$ cat src/rtl/ldl_crc_pkg.sv
// ldl_crc_pkg
// Shared CRC-32/MPEG-2 constants and the single-byte update helper used by
// the LDL CRC checker. Polynomial 0x04C11DB7, MSB-first, no reflection,
// no final XOR. Running the CRC over a packet including its big-endian
// trailer leaves a residue of zero when the trailer is correct.
package ldl_crc_pkg;

    localparam logic [31:0] CRC32_POLY = 32'h04C1_1DB7;
    localparam logic [31:0] CRC32_INIT = 32'hFFFF_FFFF;
    localparam int          CRC_BYTES  = 4;

    // Fold one byte into the CRC, most significant bit first.
    function automatic logic [31:0] crc32_byte(input logic [31:0] crc,
                                               input logic [7:0]  data);
        logic [31:0] c;
        c = crc ^ {data, 24'h00_0000};
        for (int k = 0; k < 8; k++) begin
            c = {c[30:0], 1'b0} ^ (c[31] ? CRC32_POLY : 32'h0000_0000);
        end
        return c;
    endfunction

endpackage

$ cat src/rtl/ldl_crc32_update.sv
// ldl_crc32_update
// Combinational masked multi-byte CRC-32 update. Folds the first nb bytes
// of data (first byte at the top of the word) into crc; remaining bytes
// are ignored.
// Ports:
//   crc      in  32          running CRC before this beat
//   data     in  DATA_WIDTH  beat data, first-on-wire byte in the MSBs
//   nb       in  NB_W        number of leading bytes to fold (0..BYTE_NUM)
//   crc_next out 32          CRC after folding nb bytes
module ldl_crc32_update
    import ldl_crc_pkg::*;
#(
    parameter int DATA_WIDTH = 256,
    parameter int NB_W       = 6
) (
    input  logic [31:0]           crc,
    input  logic [DATA_WIDTH-1:0] data,
    input  logic [NB_W-1:0]       nb,
    output logic [31:0]           crc_next
);

    localparam int BYTE_NUM = DATA_WIDTH / 8;

    // Byte-serial chain; bytes at or beyond nb pass the CRC through unchanged.
    always_comb begin
        logic [31:0] acc_s;
        acc_s = crc;
        for (int i = 0; i < BYTE_NUM; i++) begin
            acc_s = (32'(i) < 32'(nb))
                  ? crc32_byte(acc_s, data[DATA_WIDTH-1-8*i -: 8])
                  : acc_s;
        end
        crc_next = acc_s;
    end

endmodule

$ cat src/rtl/ldl_crc_check.sv
// ldl_crc_check
// Per-flow CRC-32 trailer checker placed ahead of the parity-remove stage.
// The beat stream is passed through with one cycle of latency; err pulses
// alongside vld_out on a beat that ends a bad packet (CRC residue nonzero),
// that disagrees with the packet length about where the packet ends, or
// that starts a packet shorter than 5 bytes. Flows interleave freely.
// Ports:
//   clk, rst            clock, synchronous active-high reset
//   en                  1 = check, 0 = bypass (err held 0, state untouched)
//   vld_in, eop_in      beat valid, last beat of packet
//   leng_in             total packet bytes incl. CRC (used on first beat)
//   fid_in              flow id of the beat
//   din                 beat data, first-on-wire byte in the MSBs
//   dout, leng_out, fid_out, vld_out, eop_out   registered copies of inputs
//   err                 registered error pulse, only with vld_out
module ldl_crc_check
    import ldl_crc_pkg::*;
#(
    parameter int DATA_WIDTH  = 256,
    parameter int FLOW_NUM    = 8,
    parameter int LENGTH_BITS = 15
) (
    input  logic                        clk,
    input  logic                        rst,
    input  logic                        en,
    input  logic                        vld_in,
    input  logic                        eop_in,
    input  logic [LENGTH_BITS-1:0]      leng_in,
    input  logic [$clog2(FLOW_NUM)-1:0] fid_in,
    input  logic [DATA_WIDTH-1:0]       din,
    output logic [DATA_WIDTH-1:0]       dout,
    output logic [LENGTH_BITS-1:0]      leng_out,
    output logic [$clog2(FLOW_NUM)-1:0] fid_out,
    output logic                        vld_out,
    output logic                        eop_out,
    output logic                        err
);

    localparam int BYTE_NUM = DATA_WIDTH / 8;
    localparam int NB_W     = $clog2(BYTE_NUM + 1);

    logic [FLOW_NUM-1:0]    sof_r;
    logic [LENGTH_BITS-1:0] rem_r [FLOW_NUM];
    logic [31:0]            crc_r [FLOW_NUM];

    logic                   sof_s;
    logic [LENGTH_BITS-1:0] rem_eff_s;
    logic [31:0]            rem_ext_s;
    logic [31:0]            crc_eff_s;
    logic [31:0]            crc_upd_s;
    logic [NB_W-1:0]        nb_s;
    logic                   last_exp_s;
    logic                   check_s;
    logic                   err_s;
    logic                   store_s;
    logic [LENGTH_BITS-1:0] rem_next_s;

    // Select effective remaining count / CRC: fresh on a first beat, stored otherwise.
    always_comb begin
        sof_s      = sof_r[fid_in];
        rem_eff_s  = sof_s ? leng_in    : rem_r[fid_in];
        crc_eff_s  = sof_s ? CRC32_INIT : crc_r[fid_in];
        rem_ext_s  = 32'(rem_eff_s);
        last_exp_s = (rem_ext_s <= 32'(BYTE_NUM));
        nb_s       = last_exp_s ? rem_ext_s[NB_W-1:0] : NB_W'(BYTE_NUM);
        rem_next_s = LENGTH_BITS'(rem_ext_s - 32'(BYTE_NUM));
        check_s    = en & vld_in;
    end

    ldl_crc32_update #(
        .DATA_WIDTH (DATA_WIDTH),
        .NB_W       (NB_W)
    ) u_crc32_update (
        .crc      (crc_eff_s),
        .data     (din),
        .nb       (nb_s),
        .crc_next (crc_upd_s)
    );

    // Classify the beat: error cause, or continue the packet in flow state.
    always_comb begin
        err_s   = 1'b0;
        store_s = 1'b0;
        if (sof_s && (rem_ext_s < 32'd5)) begin
            err_s = 1'b1;
        end else if (eop_in != last_exp_s) begin
            err_s = 1'b1;
        end else if (eop_in) begin
            err_s = (crc_upd_s != 32'h0000_0000);
        end else begin
            store_s = 1'b1;
        end
    end

    // Per-flow packet state; any packet-ending or error beat re-arms sof.
    always_ff @(posedge clk) begin
        if (rst) begin
            sof_r <= {FLOW_NUM{1'b1}};
            for (int f = 0; f < FLOW_NUM; f++) begin
                rem_r[f] <= '0;
                crc_r[f] <= CRC32_INIT;
            end
        end else if (check_s) begin
            if (store_s) begin
                rem_r[fid_in] <= rem_next_s;
                crc_r[fid_in] <= crc_upd_s;
                sof_r[fid_in] <= 1'b0;
            end else begin
                sof_r[fid_in] <= 1'b1;
            end
        end
    end

    // Registered pass-through and error pulse.
    always_ff @(posedge clk) begin
        if (rst) begin
            dout     <= '0;
            leng_out <= '0;
            fid_out  <= '0;
            vld_out  <= 1'b0;
            eop_out  <= 1'b0;
            err      <= 1'b0;
        end else begin
            dout     <= din;
            leng_out <= leng_in;
            fid_out  <= fid_in;
            vld_out  <= vld_in;
            eop_out  <= eop_in;
            err      <= check_s & err_s;
        end
    end

endmodule
$ cat config.mk
export PLATFORM = sky130hd
export DESIGN_NAME = ldl_crc_check
export DESIGN_NICKNAME = d
export VERILOG_FILES = /design/src/rtl/ldl_crc_pkg.sv /design/src/rtl/ldl_crc32_update.sv /design/src/rtl/ldl_crc_check.sv
export SDC_FILE = /design/constraint.sdc
export NUM_CORES = 2
export LEC_CHECK = 0
export BUFFER_PORTS_ARGS = -buffer_cell sky130_fd_sc_hd__buf_2
export CAP_MARGIN = 20
export CORE_MARGIN = 3
export CORE_UTILIZATION = 60
export DETAILED_ROUTE_END_ITERATION = 8
export PLACE_DENSITY = 0.86
export SETUP_SLACK_MARGIN = 0.2
export SKIP_CTS_REPAIR_TIMING = 1
export SLEW_MARGIN = 30
export SYNTH_ARGS = -nofsm -noshare
export SYNTH_HDL_FRONTEND = slang
export SYNTH_SLANG_ARGS = --single-unit
$ cat constraint.sdc
create_clock -name clk -period 134.1 [get_ports clk]
set_input_delay 20.115 -clock clk [delete_from_list [all_inputs] [get_ports clk]]
set_output_delay 20.115 -clock clk [all_outputs]
set_load 0.02 [all_outputs]
==> flow_metrics.tcl <==
set metrics [dict create \
    grt_first_pass_wirelength_um 360000 \
    grt_overflow 0 \
    dr_total_vias 58000 \
    postRouteWirelength_um 243000 \
    worst_path_most_repeated_cell "xnor3_1" \
    critical-path-max-stage-delay_ps 770 \
    floorplan.die_area_mm2 0.130 \
    post_synth_num_cell_types 177 \
    multiInputGateArea_mm2 0.0562 \
    yosysWarnings 0 \
    post-route-cell-area_mm2 0.0816 \
    i_o_pin_count 556 \
    portBuffers 555 \
    ys_dominant_reg_cell "edfxtp_1" \
    critPathCapture "err" \
    die_y_um 361 \
    clock_sinks 661 \
    outcome "finished, final reports clean" \
    placementRows 129 \
    cts_tree "done" \
    min_period_over_period 0.470 \
    worst_pin_slew_ps 1050 \
    synth_top_area_frac 0.150 \
    finalClockSkew_ps 37.7 \
    final-seq-area_mm2 0.0170 \
    synth_area_mm2 0.0754 \
    netlist.top_cell.by_area "edfxtp_1" \
    routed_via_density 6.25 \
    tritoncts_buffer_count 72 \
    slew_violations 0 \
    root_driver "clkbuf_16" \
    seq_area_frac_synth 0.225 \
    synth.ff_latch_count 661 \
    setup_viol 0 \
    worstSetupStartpoint "fid_in[2]" \
    period_minus_slack_ps 63020 \
    ant_nets 0 \
    slowest_stage_cell_on_the_critical_path "buf_4" \
    dieWidth_um 361 \
    yosys-top-cells-area "edfxtp_1 (15%), xnor2_1 (13%), xnor3_1 (12%)" \
    report.final.hold_viol_count 0 \
    grt_setup_unrepaired "no" \
    path_max_fanout 72 \
    max_cap_viol_count 0 \
    hp_class "reg2reg" \
    critPathArrivalTime_ps 63600 \
    worstRegToRegCells 114 \
    fin_setup_tns_ps 0 \
    cp.required_ps 134680 \
    postPlaceCellArea_mm2 0.0790 \
    remaining_drc_errors 0 \
    grt_util_all_layers 0.361 \
    avgRoutedWirePerCell_um 26.2 \
    maxSlewHeadroom 0.294 \
    syn_to_final_growth_pct 8.21 \
    gate_count_of_the_mapped_netlist 7230 \
    r2r-end "err" \
    postSynthAreaPerCell_um2 10.4 \
    initial_antenna_violation_count 6 \
    globalplace.congestion 1.00 \
    critical_path.reg2reg.startpoint "rem_r[4][5]" \
    critical_path_class "in2reg" \
    synth_nets 7511 \
    fmax_mhz 15.9 \
    h-tree-depth 3 \
    dpl.hpwl_um 186000 \
    nNetsFinal 7861 \
    grt_max_degree 73 \
    first_iter_violations 7473 \
    r2r_slack_ps 91600 \
    clk_transition_reported_paths_ps 60 \
    synth-async-reset-ratio 0 \
    start_kind "input port" \
    layout.filler_cells 9678 \
    tritonroute_pass_1_iters 8 \
    clock_insertion_delay_worst_skew_ps 730 \
    clock_path_buffers 3 \
    initial_core_util 0.607 \
    number_of_enable_flip_flop_cells_after_synthesis 376 \
    drive_gt1_frac 0.203 \
    via_count_of_the_first_global_routing_pass 57100 \
    critical_path.endpoint_type "flip-flop" \
    design.core.area_mm2 0.124 \
]
==> worst max-delay path, delay by kind of cell <==
family,cells,cell delay (ps)
xor+xnor,65,26370
buf+inv,4,1980
mux,12,4070
simple gates,9,3230
fa+ha+maj,1,290
compound gates,25,7410
==> cell usage after synthesis (all sizes together), types with 19 or more instances <==
cell type,count
buf,142
mux2i,363
mux2,70
nand2b,31
nor3,73
a22o,19
xor2,539
or3,40
xnor2,1278
nor2b,246
o211ai,40
nand2,646
a31oi,27
o22ai,21
xnor3,503
or2,32
nand3,69
inv,55
a21oi,416
a211oi,42
a221oi,35
dfxtp,285
a22oi,70
a21o,25
clkbuf,237
a211o,19
o21a,30
and2,46
mux4,26
and3,32
o21ai,316
edfxtp,376
nor4,19
xor3,101
nand4,45
nor2,692
==> kinds of logic after synthesis <==
group,count (synthesis),share of synthesized area
and+or+nand+nor,2042,0.128
AOI/OAI and AO/OA,1204,0.115
adders and majority gates,2,0.000332
muxes,459,0.0766
xor gates and xnor gates,2421,0.419
buffers and inverters,441,0.0357
DFF,661,0.225
==> registers in the layout, summed over array words and instances (netlist names), named ones only <==
name,cells
vld_out,1
leng_out,15
err,1
eop_out,1
rem_r,120
fid_out,3
dout,256
crc_r,256
==> cells in the final DEF (no fill, tap or decap), drive strengths merged, types with 26 or more instances in the layout <==
cell	synthesis	routed
nand3	69	69
xor3	101	101
mux2	70	70
and2	46	46
clkbuf	237	90
edfxtp	376	376
buf	142	661
or3	40	40
xnor3	503	503
xnor2	1278	1278
nand4	45	45
and3	32	32
nand2	646	646
a21oi	416	416
nor2b	246	246
nand2b	31	31
a22oi	70	70
a221oi	35	35
mux2i	363	363
a31oi	27	27
o211ai	40	40
xor2	539	539
or2	32	32
dfxtp	285	285
inv	55	67
nor2	692	692
o21ai	316	316
mux4	26	26
o21a	30	30
a211oi	42	42
nor3	73	73
==> through the flow <==
step	setup WS, ps	utilization	cells	hold WS [ps]
CTS	71680	0.656	9277	489
global placement	71590	0.636	9141	464
detailed placement	71070	0.636	9143	475
floorplan	77950	-	7230	455
global route	69530	0.657	9278	507
finish	71080	0.657	9279	493
==> per-layer routing <==
metal | track usage | part of all wire | wire length (um)
met1 | 0.477 | 0.39 | 94200
met2 | 0.578 | 0.46 | 111000
met3 | 0.0743 | 0.11 | 26100
met4 | 0.152 | 0.045 | 11000
met5 | 0 | 0.00010 | 25
==> how the worst min path moves through the flow <==
| stage | cells after the start | end | slack, ps |
|---|---|---|---|
| final | 1 | flip-flop | 490 |
| after global placement | 1 | flip-flop | 460 |
| after CTS | 1 | flip-flop | 490 |
| after floorplan | 1 | flip-flop | 460 |
| after detailed placement | 1 | flip-flop | 480 |
| after global routing | 1 | flip-flop | 510 |
==> area by class of cell <==
cell class | count | area share
diodes | 2 | 0.0000613
clock inverters | 44 | 0.00742
multi-input cells | 6128 | 0.689
well taps | 1637 | 0.0251
repair buffers | 661 | 0.0441
inverters | 56 | 0.00274
clock buffers | 90 | 0.0239
flip-flops and latches | 661 | 0.208
Power is not shown: default switching activity piles up to over one toggle a cycle in this logic, so the estimate is an artifact.
